## src/rtl/stream_packet_arbiter.sv

```systemverilog
// Packet-level round-robin arbiter sharing one narrow stream sink between N_REQ requesters.
// Optional per-grant beat limit with forced last and trunc_o pulse: define STREAM_ARB_BEAT_LIMIT_EN.
module stream_packet_arbiter #(
    parameter int T_DATA_WIDTH = 1,
    parameter int N_REQ        = 2,
    parameter int ID_WIDTH     = $clog2(N_REQ),
    parameter int MAX_BEATS    = 16
) (
    input  logic                    clk,
    input  logic                    rst_n,
    input  logic [T_DATA_WIDTH-1:0] s_data_i [N_REQ],
    input  logic [N_REQ-1:0]        s_last_i,
    input  logic [N_REQ-1:0]        s_valid_i,
    output logic [N_REQ-1:0]        s_ready_o,
    output logic [T_DATA_WIDTH-1:0] m_data_o,
    output logic                    m_last_o,
    output logic                    m_valid_o,
    input  logic                    m_ready_i,
    output logic [ID_WIDTH-1:0]     m_id_o,
    output logic                    busy_o
`ifdef STREAM_ARB_BEAT_LIMIT_EN
    ,
    output logic                    trunc_o
`endif
);

    typedef enum logic {IDLE, GRANT} state_t;

    localparam logic [ID_WIDTH:0]   NREQ_W  = (ID_WIDTH+1)'(N_REQ);
    localparam logic [ID_WIDTH-1:0] PTR_RST = ID_WIDTH'(N_REQ-1);

    if (N_REQ < 2 || N_REQ > 16 || MAX_BEATS < 1) begin : g_param_check
        $error("stream_packet_arbiter: N_REQ must be 2..16 and MAX_BEATS >= 1");
    end

    state_t              state_q, state_d;
    logic [ID_WIDTH-1:0] grant_q, grant_d;
    logic [ID_WIDTH-1:0] ptr_q, ptr_d;
    logic                started_q, started_d;
    logic [ID_WIDTH:0]   pick_idle, pick_ho;
    logic                g_valid, g_last, hs, at_limit;

    // Returns {found, index} of the first request searching upward from base+1 with wrap.
    function automatic logic [ID_WIDTH:0] rr_pick(input logic [ID_WIDTH-1:0] base,
                                                  input logic [N_REQ-1:0]    req);
        logic [ID_WIDTH:0]   idx;
        logic                found;
        logic [ID_WIDTH-1:0] win;
        found = 1'b0;
        win   = '0;
        for (int i = N_REQ; i >= 1; i--) begin
            idx = {1'b0, base} + (ID_WIDTH+1)'(i);
            if (idx >= NREQ_W) idx = idx - NREQ_W;
            if (req[idx[ID_WIDTH-1:0]]) begin
                found = 1'b1;
                win   = idx[ID_WIDTH-1:0];
            end
        end
        return {found, win};
    endfunction

    assign pick_idle = rr_pick(ptr_q, s_valid_i);
    assign pick_ho   = rr_pick(grant_q, s_valid_i);
    assign g_valid   = s_valid_i[grant_q];
    assign g_last    = s_last_i[grant_q] | at_limit;
    assign hs        = (state_q == GRANT) && g_valid && m_ready_i;
    assign m_id_o    = grant_q;

    always_ff @(posedge clk) begin
        if (!rst_n) begin
            state_q   <= IDLE;
            grant_q   <= '0;
            ptr_q     <= PTR_RST;
            started_q <= 1'b0;
        end else begin
            state_q   <= state_d;
            grant_q   <= grant_d;
            ptr_q     <= ptr_d;
            started_q <= started_d;
        end
    end

    always_comb begin
        state_d   = state_q;
        grant_d   = grant_q;
        ptr_d     = ptr_q;
        started_d = started_q;
        s_ready_o = '0;
        m_data_o  = '0;
        m_last_o  = 1'b0;
        m_valid_o = 1'b0;
        busy_o    = 1'b0;
        case (state_q)
            IDLE: begin
                if (pick_idle[ID_WIDTH]) begin
                    grant_d   = pick_idle[ID_WIDTH-1:0];
                    started_d = 1'b0;
                    state_d   = GRANT;
                end
            end
            GRANT: begin
                busy_o             = 1'b1;
                m_valid_o          = g_valid;
                m_last_o           = g_last;
                m_data_o           = s_data_i[grant_q];
                s_ready_o[grant_q] = m_ready_i;
                if (hs) begin
                    if (g_last) begin
                        ptr_d     = grant_q;
                        started_d = 1'b0;
                        if (pick_ho[ID_WIDTH]) grant_d = pick_ho[ID_WIDTH-1:0];
                        else                   state_d = IDLE;
                    end else begin
                        started_d = 1'b1;
                    end
                end else if (!g_valid && !started_q) begin
                    // A finisher re-granted with nothing queued releases before its packet starts,
                    // so an idle requester cannot lock out the others.
                    state_d = IDLE;
                end
            end
            default: state_d = IDLE;
        endcase
    end

`ifdef STREAM_ARB_BEAT_LIMIT_EN
    localparam int CNT_W = $clog2(MAX_BEATS+1);

    logic [CNT_W-1:0] cnt_q;
    logic             trunc_q;

    assign at_limit = (state_q == GRANT) && (cnt_q == CNT_W'(MAX_BEATS-1));
    assign trunc_o  = trunc_q;

    always_ff @(posedge clk) begin
        if (!rst_n) begin
            cnt_q   <= '0;
            trunc_q <= 1'b0;
        end else begin
            trunc_q <= hs && at_limit && !s_last_i[grant_q];
            if (hs && !g_last)               cnt_q <= cnt_q + 1'b1;
            else if (hs || state_q == IDLE)  cnt_q <= '0;
        end
    end
`else
    assign at_limit = 1'b0;
`endif

endmodule
```

## config.mk

```make
export PLATFORM = sky130hd
export DESIGN_NAME = stream_packet_arbiter
export DESIGN_NICKNAME = d
export VERILOG_FILES = /design/src/rtl/stream_packet_arbiter.sv
export SDC_FILE = /design/constraint.sdc
export NUM_CORES = 1
export LEC_CHECK = 0
export CAP_MARGIN = 40
export CELL_PAD_IN_SITES_DETAIL_PLACEMENT = 1
export CELL_PAD_IN_SITES_GLOBAL_PLACEMENT = 1
export CORE_AREA = 2 2 39 41
export DETAILED_ROUTE_END_ITERATION = 12
export DIE_AREA = 0 0 41 43
export PLACE_DENSITY = 0.75
export SETUP_SLACK_MARGIN = 0.3
export SLEW_MARGIN = 20
export SYNTH_ARGS = -nofsm -noshare
export SYNTH_HDL_FRONTEND = slang
export SYNTH_SLANG_ARGS = --single-unit
```

## constraint.sdc

```tcl
create_clock -name clk -period 2.3 [get_ports clk]
set_clock_uncertainty 0.2 [all_clocks]
set_input_delay 0.46 -clock clk [delete_from_list [all_inputs] [get_ports clk]]
set_output_delay 0.46 -clock clk [all_outputs]
set_load 0.01 [all_outputs]
```

==> results of run 1 <==
[cell usage in the layout, fill, tap and decap left out]
cell             synthesis  final
nor2b_1                  2      2
mux2_2                   1      1
nand4_1                  2      2
mux2_4                   1      1
and3_1                   1      1
o31ai_1                  1      1
clkbuf_2                 0      1
clkdlybuf4s50_1          0      4
nand2_1                  3      3
mux2i_1                  2      2
dlygate4sd2_1            0      1
o21ai_1                  2      2
a41oi_1                  1      1
dfxtp_1                  4      3
nor2_1                   2      2
nand3_1                  1      1
dfxtp_4                  0      1
dlymetal6s2s_1           0      5
o21a_1                   1      1
clkdlybuf4s15_2          0      1
buf_2                    0      3
a21boi_2                 1      1
clkbuf_4                 0      3
o21ai_0                  1      1
a2bb2oi_4                1      1
buf_4                    0     10
a21oi_1                  1      1
and2_1                   2      2
o211ai_1                 1      1
[power by group through the flow]
stage,Combinational (W),Clock (W),Sequential [W]
2_1_floorplan,0.0000510,0,0.0000840
3_3_place_gp,0.0000972,0,0.0000861
3_5_place_dp,0.0000991,0,0.0000865
4_1_cts,0.0000996,0.0000917,0.0000859
5_1_grt,0.000106,0.0000985,0.0000868
6_report,0.0000961,0.0000855,0.0000853
[final cells by class]
class                      count  area, um2
clock buffer                   3       22.5
fill                         175        837
multi-input combinational     27        203
sequential                     4       83.8
tap                           16       20.0
timing repair buffer          25        218
[worst min path at each step]
| stage | to | slack [ns] | cells past startpoint | start |
|---|---|---|---|---|
| 6_report | started_q | 0.25 | 2 | started_q |
| 4_1_cts | started_q | 0.26 | 2 | started_q |
| 2_1_floorplan | started_q | 0.24 | 2 | started_q |
| 5_1_grt | started_q | 0.28 | 2 | started_q |
| 3_5_place_dp | started_q | 0.25 | 2 | started_q |
| 3_3_place_gp | started_q | 0.25 | 2 | started_q |
[metal layers]
layer,part of all wire,track usage
met5,0,0
met4,0,0.0600
met3,0.057,0.0471
met2,0.54,0.203
met1,0.40,0.143
[flip-flops by register name (all words and copies together), names as in the netlist]
register / cells
m_id_o: 1
ptr_q: 1
started_q: 1
state_q: 1
[per-stage QoR]
stage | worst slack, ns | TNS [ns] | hold WS [ns] | cell area (um2)
finish | 0.391 | 0 | 0.254 | 547
global route | 0.309 | 0 | 0.283 | 547
CTS | 0.200 | 0 | 0.256 | 543
detailed placement | -0.141 | -0.213 | 0.251 | 513
global placement | -0.119 | -0.159 | 0.251 | 513
floorplan | 0.603 | 0 | 0.241 | 305
[critical path: stages, from the launching register on]
cell     delay (ns)
dfxtp_1        0.35
buf_4          0.18
mux2i_1        0.27
nor2b_1        0.07
buf_2          0.14
[cells by family after synthesis]
logic type      count (synthesis)  share of synthesized area
buf+inv                         2                     0.0738
compound gates                 10                      0.291
simple gates                   13                      0.221
flops                           4                      0.262
mux                             4                      0.152
[what timing repair did]
action,in CTS,in global routing
hold endpoints to repair,0,0
resized for setup,18,8
buffers inserted,2,0
endpoints found under the setup margin,7,7
pin swaps,0,1
==> key figures, run 1 <==
Setup path
  – Critical Setup Path Class: flop to primary output
  – Setup crit end: m_last_o
  – Flop2flop setup slack: 0.50 ns
  – CP startpoint kind: flop
  – CP arrival: ~1.3 ns
  – R2r worst-path depth: 8
  – Crit end category: primary output
  – R2R Path End: m_id_o
  – Crit path from: m_id_o
  – RR Startpoint: m_id_o
  – CP max FO: 8
  – Worst EP required: approximately 1.6 ns

Clock network
  – Clock sink total: 4
  – Hold bufs inserted after CTS: 0
  – Clk pin slew, worst setup/hold paths: around 0.030 ns
  – Worst skew pair latency: roughly 0.23 ns
  – CTS Root Buffer Type: clkbuf_4
  – Maximum level of the CTS H-tree: 1
  – TritonCTS Buffers: 3
  – CTS tree: done
  – Clk buf depth: 2

Synthesis
  – Synth top cells by count: dfxtp_1, nand2_1
  – Register area share after synthesis: 0.262
  – Post-synth net total: between 40 and 50
  – Post-Synthesis Cell Area: 305 um2
  – Syn Area/Cell: just over 9 um2
  – Synth top area cells: dfxtp_1, a2bb2oi_4, buf_6
  – Cell count after synthesis: 33
  – Most common cell in the synthesized netlist: dfxtp_1
  – Asr flop ratio synth: 0
  – Post-synth EDFFs: 0
  – Synth area leader: dfxtp_1
  – Synth unique cells: 21
  – Main synth FF type: dfxtp_1
  – Synthesis-stage register bit count: 4
  – Top-area cell type share of the netlist area: 0.262
  – Ys Warns: 0

Floorplanning
  – Initial Util: 0.221
  – Die Wd: around 40 um
  – Core Region: 0.00138 mm2
  – I/O pins: 16
  – Die Footprint: between 0.0015 and 0.002 mm2
  – Num rows: 14
  – Chip height: 43 um

Final layout
  – Final #Nets: 70
  – ANT cells: 0
  – Fin cells: between 70 and 80
  – Area Overhead vs Synth: 79.1%
  – Layout cell share with drive strength beyond 1: 0.390
  – Core Util, Final: 0.395

Placed design
  – Global placement routability congestion: ~0.79
  – Cell count after placement: 70
  – Count of input and output buffers: 15

Detailed routing
  – DRC viols: 0
  – Initial DRC Count: 1
  – Drt first pass iters: 2
  – Drt via density: between 4 and 5
  – Final wirelength: between 900 and 1000 um
  – Via count: about 350
  – Routed len/inst: 12.3 um
  – ANT nets after route: 0

Power and ir drop
  – P per Cell Area: slightly below 500 mW/mm2
  – Switch share: 0.277
  – Power after layout: 0.000267 W
  – Peak VDD IR: about 0.31 mV
  – Net Sw Power: between 0.00007 and 0.00008 W
  – Leakage power: around 0.27 nW
  – Internal: 0.000193 W
  – Gate power share: 0.360
  – Sequential group share of total power: 0.320
  – Clock share of power: 0.320

STA
  – Final Hold Viols: 0
  – Finish-stage setup viols: 0
  – Slew Limit Headroom: 0.776
  – Worst Tran Pin Value: 0.334 ns
  – Max Clk Rate: roughly 520 MHz
  – RSZ-0062 raised after global routing: no
  – Slew Viols, Final: 0
  – Crit share post-route: 0.830
  – Tmin final: 1.91 ns

Run status
  – Run status: completed

Global route
  – Vias in the first global route: approximately 360
  – First-pass GRT wire length: around 1500 um
  – Total track usage: 0.128
  – Grt ovf: 0
  – Antenna violations before repair: 0
  – Maximum number of pins on one net before global-route repair: 13

Hold path
  – Hold crit path type: flop to flop

Flow run
  – Max cap viols: 0
Note: power is estimated with default switching activity, not from simulation.
==> inputs of run 2 (changes only) <==
--- a/config.mk
+++ b/config.mk
@@ -8,10 +8,10 @@
 export CAP_MARGIN = 40
 export CELL_PAD_IN_SITES_DETAIL_PLACEMENT = 1
 export CELL_PAD_IN_SITES_GLOBAL_PLACEMENT = 1
-export CORE_AREA = 2 2 39 41
+export CORE_AREA = 2 2 41 43
 export DETAILED_ROUTE_END_ITERATION = 12
-export DIE_AREA = 0 0 41 43
-export PLACE_DENSITY = 0.75
+export DIE_AREA = 0 0 43 45
+export PLACE_DENSITY = 0.72
 export SETUP_SLACK_MARGIN = 0.3
 export SLEW_MARGIN = 20
 export SYNTH_ARGS = -nofsm -noshare
==> constraint.sdc (replaced) <==
create_clock -name clk -period 1.6 [get_ports clk]
set_clock_uncertainty 0.2 [all_clocks]
set_input_delay 0.32 -clock clk [delete_from_list [all_inputs] [get_ports clk]]
set_output_delay 0.32 -clock clk [all_outputs]
set_load 0.01 [all_outputs]
==> run 2 against run 1 <==
  * Worst hold slack improved by 0.033 ns
  * Via count is 11% higher
  * Cell count is 8.0% higher
  * The flow now finishes with violations (setup timing)
  * First-iteration DRC count did not move
  * Global-route usage up 0.21 points
  * Sequential share of layout area down 1.8 points
  * Highest routed layer is now met4
  * Cell area rose by 19%
  * Die area up 9.8%
  * Sequential cell count stayed put
  * Combinational power increased by 99%
  * Largest power group unchanged
==> key figures, run 2 (synthesized netlist as in run 1, its figures left out) <==
STA
  – Fin Hold WS: roughly 0.29 ns
  – Final Hold Viols: 0
  – Setup ws final: -0.0786 ns
  – Crit share post-route: 1.05
  – Final TNS setup: -0.173 ns
  – Slew Viols, Final: 0
  – Worst Tran Pin Value: 0.276 ns
  – Max Clk Rate: 596 MHz
  – Finish-stage setup viols: 4
  – Slew Limit Headroom: 0.815
  – RSZ-0062 raised after global routing: yes
  – Tmin final: between 1.5 and 2 ns

Detailed routing
  – Initial DRC Count: 1
  – DRC viols: 0
  – Final wirelength: 1100 um
  – Drt first pass iters: 3
  – Drt via density: about 4.8
  – Routed len/inst: around 14 um
  – Via count: 389
  – ANT nets after route: 0

Flow run
  – Max cap viols: 0

Floorplanning
  – Chip height: about 45 um
  – I/O pins: 16
  – Die Wd: roughly 43 um
  – Num rows: 14
  – Die Footprint: roughly 0.0019 mm2
  – Core Region: ~0.0015 mm2
  – Initial Util: 0.207

Run status
  – Failing checks: setup timing
  – Run status: finished, violations left

Setup path
  – CP startpoint kind: flop
  – Crit end category: primary output
  – Critical Setup Path Class: flop to primary output
  – R2r worst-path depth: 6
  – Worst EP required: around 1.1 ns
  – CP arrival: 1.16 ns
  – CP max FO: 2

Clock network
  – Clock sink total: 4
  – CTS Root Buffer Type: clkbuf_4
  – Hold bufs inserted after CTS: 0
  – Maximum level of the CTS H-tree: 1
  – Worst skew pair latency: around 0.25 ns
  – CTS tree: done
  – TritonCTS Buffers: 3
  – Clk buf depth: 2
  – Clk pin slew, worst setup/hold paths: around 0.040 ns

Placed design
  – Count of input and output buffers: 15
  – Post-Place Setup Slack: -0.538 ns
  – Global placement routability congestion: 0.742
  – Cell count after placement: 73

Global route
  – Maximum number of pins on one net before global-route repair: 9
  – First-pass GRT wire length: between 1500 and 2000 um
  – Vias in the first global route: approximately 430
  – Total track usage: 0.130
  – Grt ovf: 0
  – Antenna violations before repair: 0

Power and ir drop
  – P per Cell Area: approximately 700 mW/mm2
  – Power after layout: about 0.00045 W
  – Leakage power: 0.279 nW
  – Peak VDD IR: 0.340 mV

Hold path
  – Worst Hold Path Cells: 2
  – Hold crit path type: flop to flop

Final layout
  – Fin cells: 81
  – ANT cells: 0
  – Commonest cells after routing, fill and taps aside: buf_4, buf_6, dlygate4sd2_1
  – Layout cell share with drive strength beyond 1: 0.615
  – Final #Nets: 76
  – Most common cell after layout, fill and taps aside: buf_4
  – Area Overhead vs Synth: 112%
  – Fill cells: roughly 190
-- run 2: cell type report --
class                      count  area [um2]  area share
multi-input combinational     27         243       0.375
timing repair buffer          31         275       0.425
tap                           16        20.0      0.0309
clock buffer                   3        22.5      0.0347
sequential                     4        87.6       0.135
-- run 2: what timing repair did --
item / in CTS / in global routing
setup endpoints to repair: 11 / 11
gates resized for setup: 46 / 4
setup buffers: 4 / 1
pin swaps: 6 / 3
-- run 2: worst paths after layout --
| check | startpoint | end | slack (ns) |
|---|---|---|---|
| worst max-delay path | m_id_o | m_valid_o | -0.08 |
| worst min-delay path | started_q | started_q | 0.29 |
| worst max register to register | m_id_o | m_id_o | 0.01 |
| worst min register to register | started_q | started_q | 0.29 |
-- run 2: routing by layer --
layer / vias up / track usage / part of all wire
li1: 189 / - / -
met2: 14 / 0.230 / 0.53
met1: 184 / 0.146 / 0.40
met5: - / 0 / 0
met3: 2 / 0.0280 / 0.054
met4: 0 / 0.0727 / 0.018
-- run 2: per-stage QoR --
step,utilization,cell area [um2]
after global placement,0.376,553
final,0.440,648
after floorplan,-,310
after global routing,0.440,648
after CTS,0.427,628
after detailed placement,0.376,553
-- run 2: worst max-delay path: stages (launching register included) --
cell     delay, ns
dfxtp_4       0.36
mux2_4        0.31
and2_4        0.14
buf_6         0.11
-- run 2: power breakdown --
part           switching, W  internal (W)
Sequential        0.0000122      0.000109
Combinational     0.0000736      0.000117
Clock             0.0000511     0.0000845
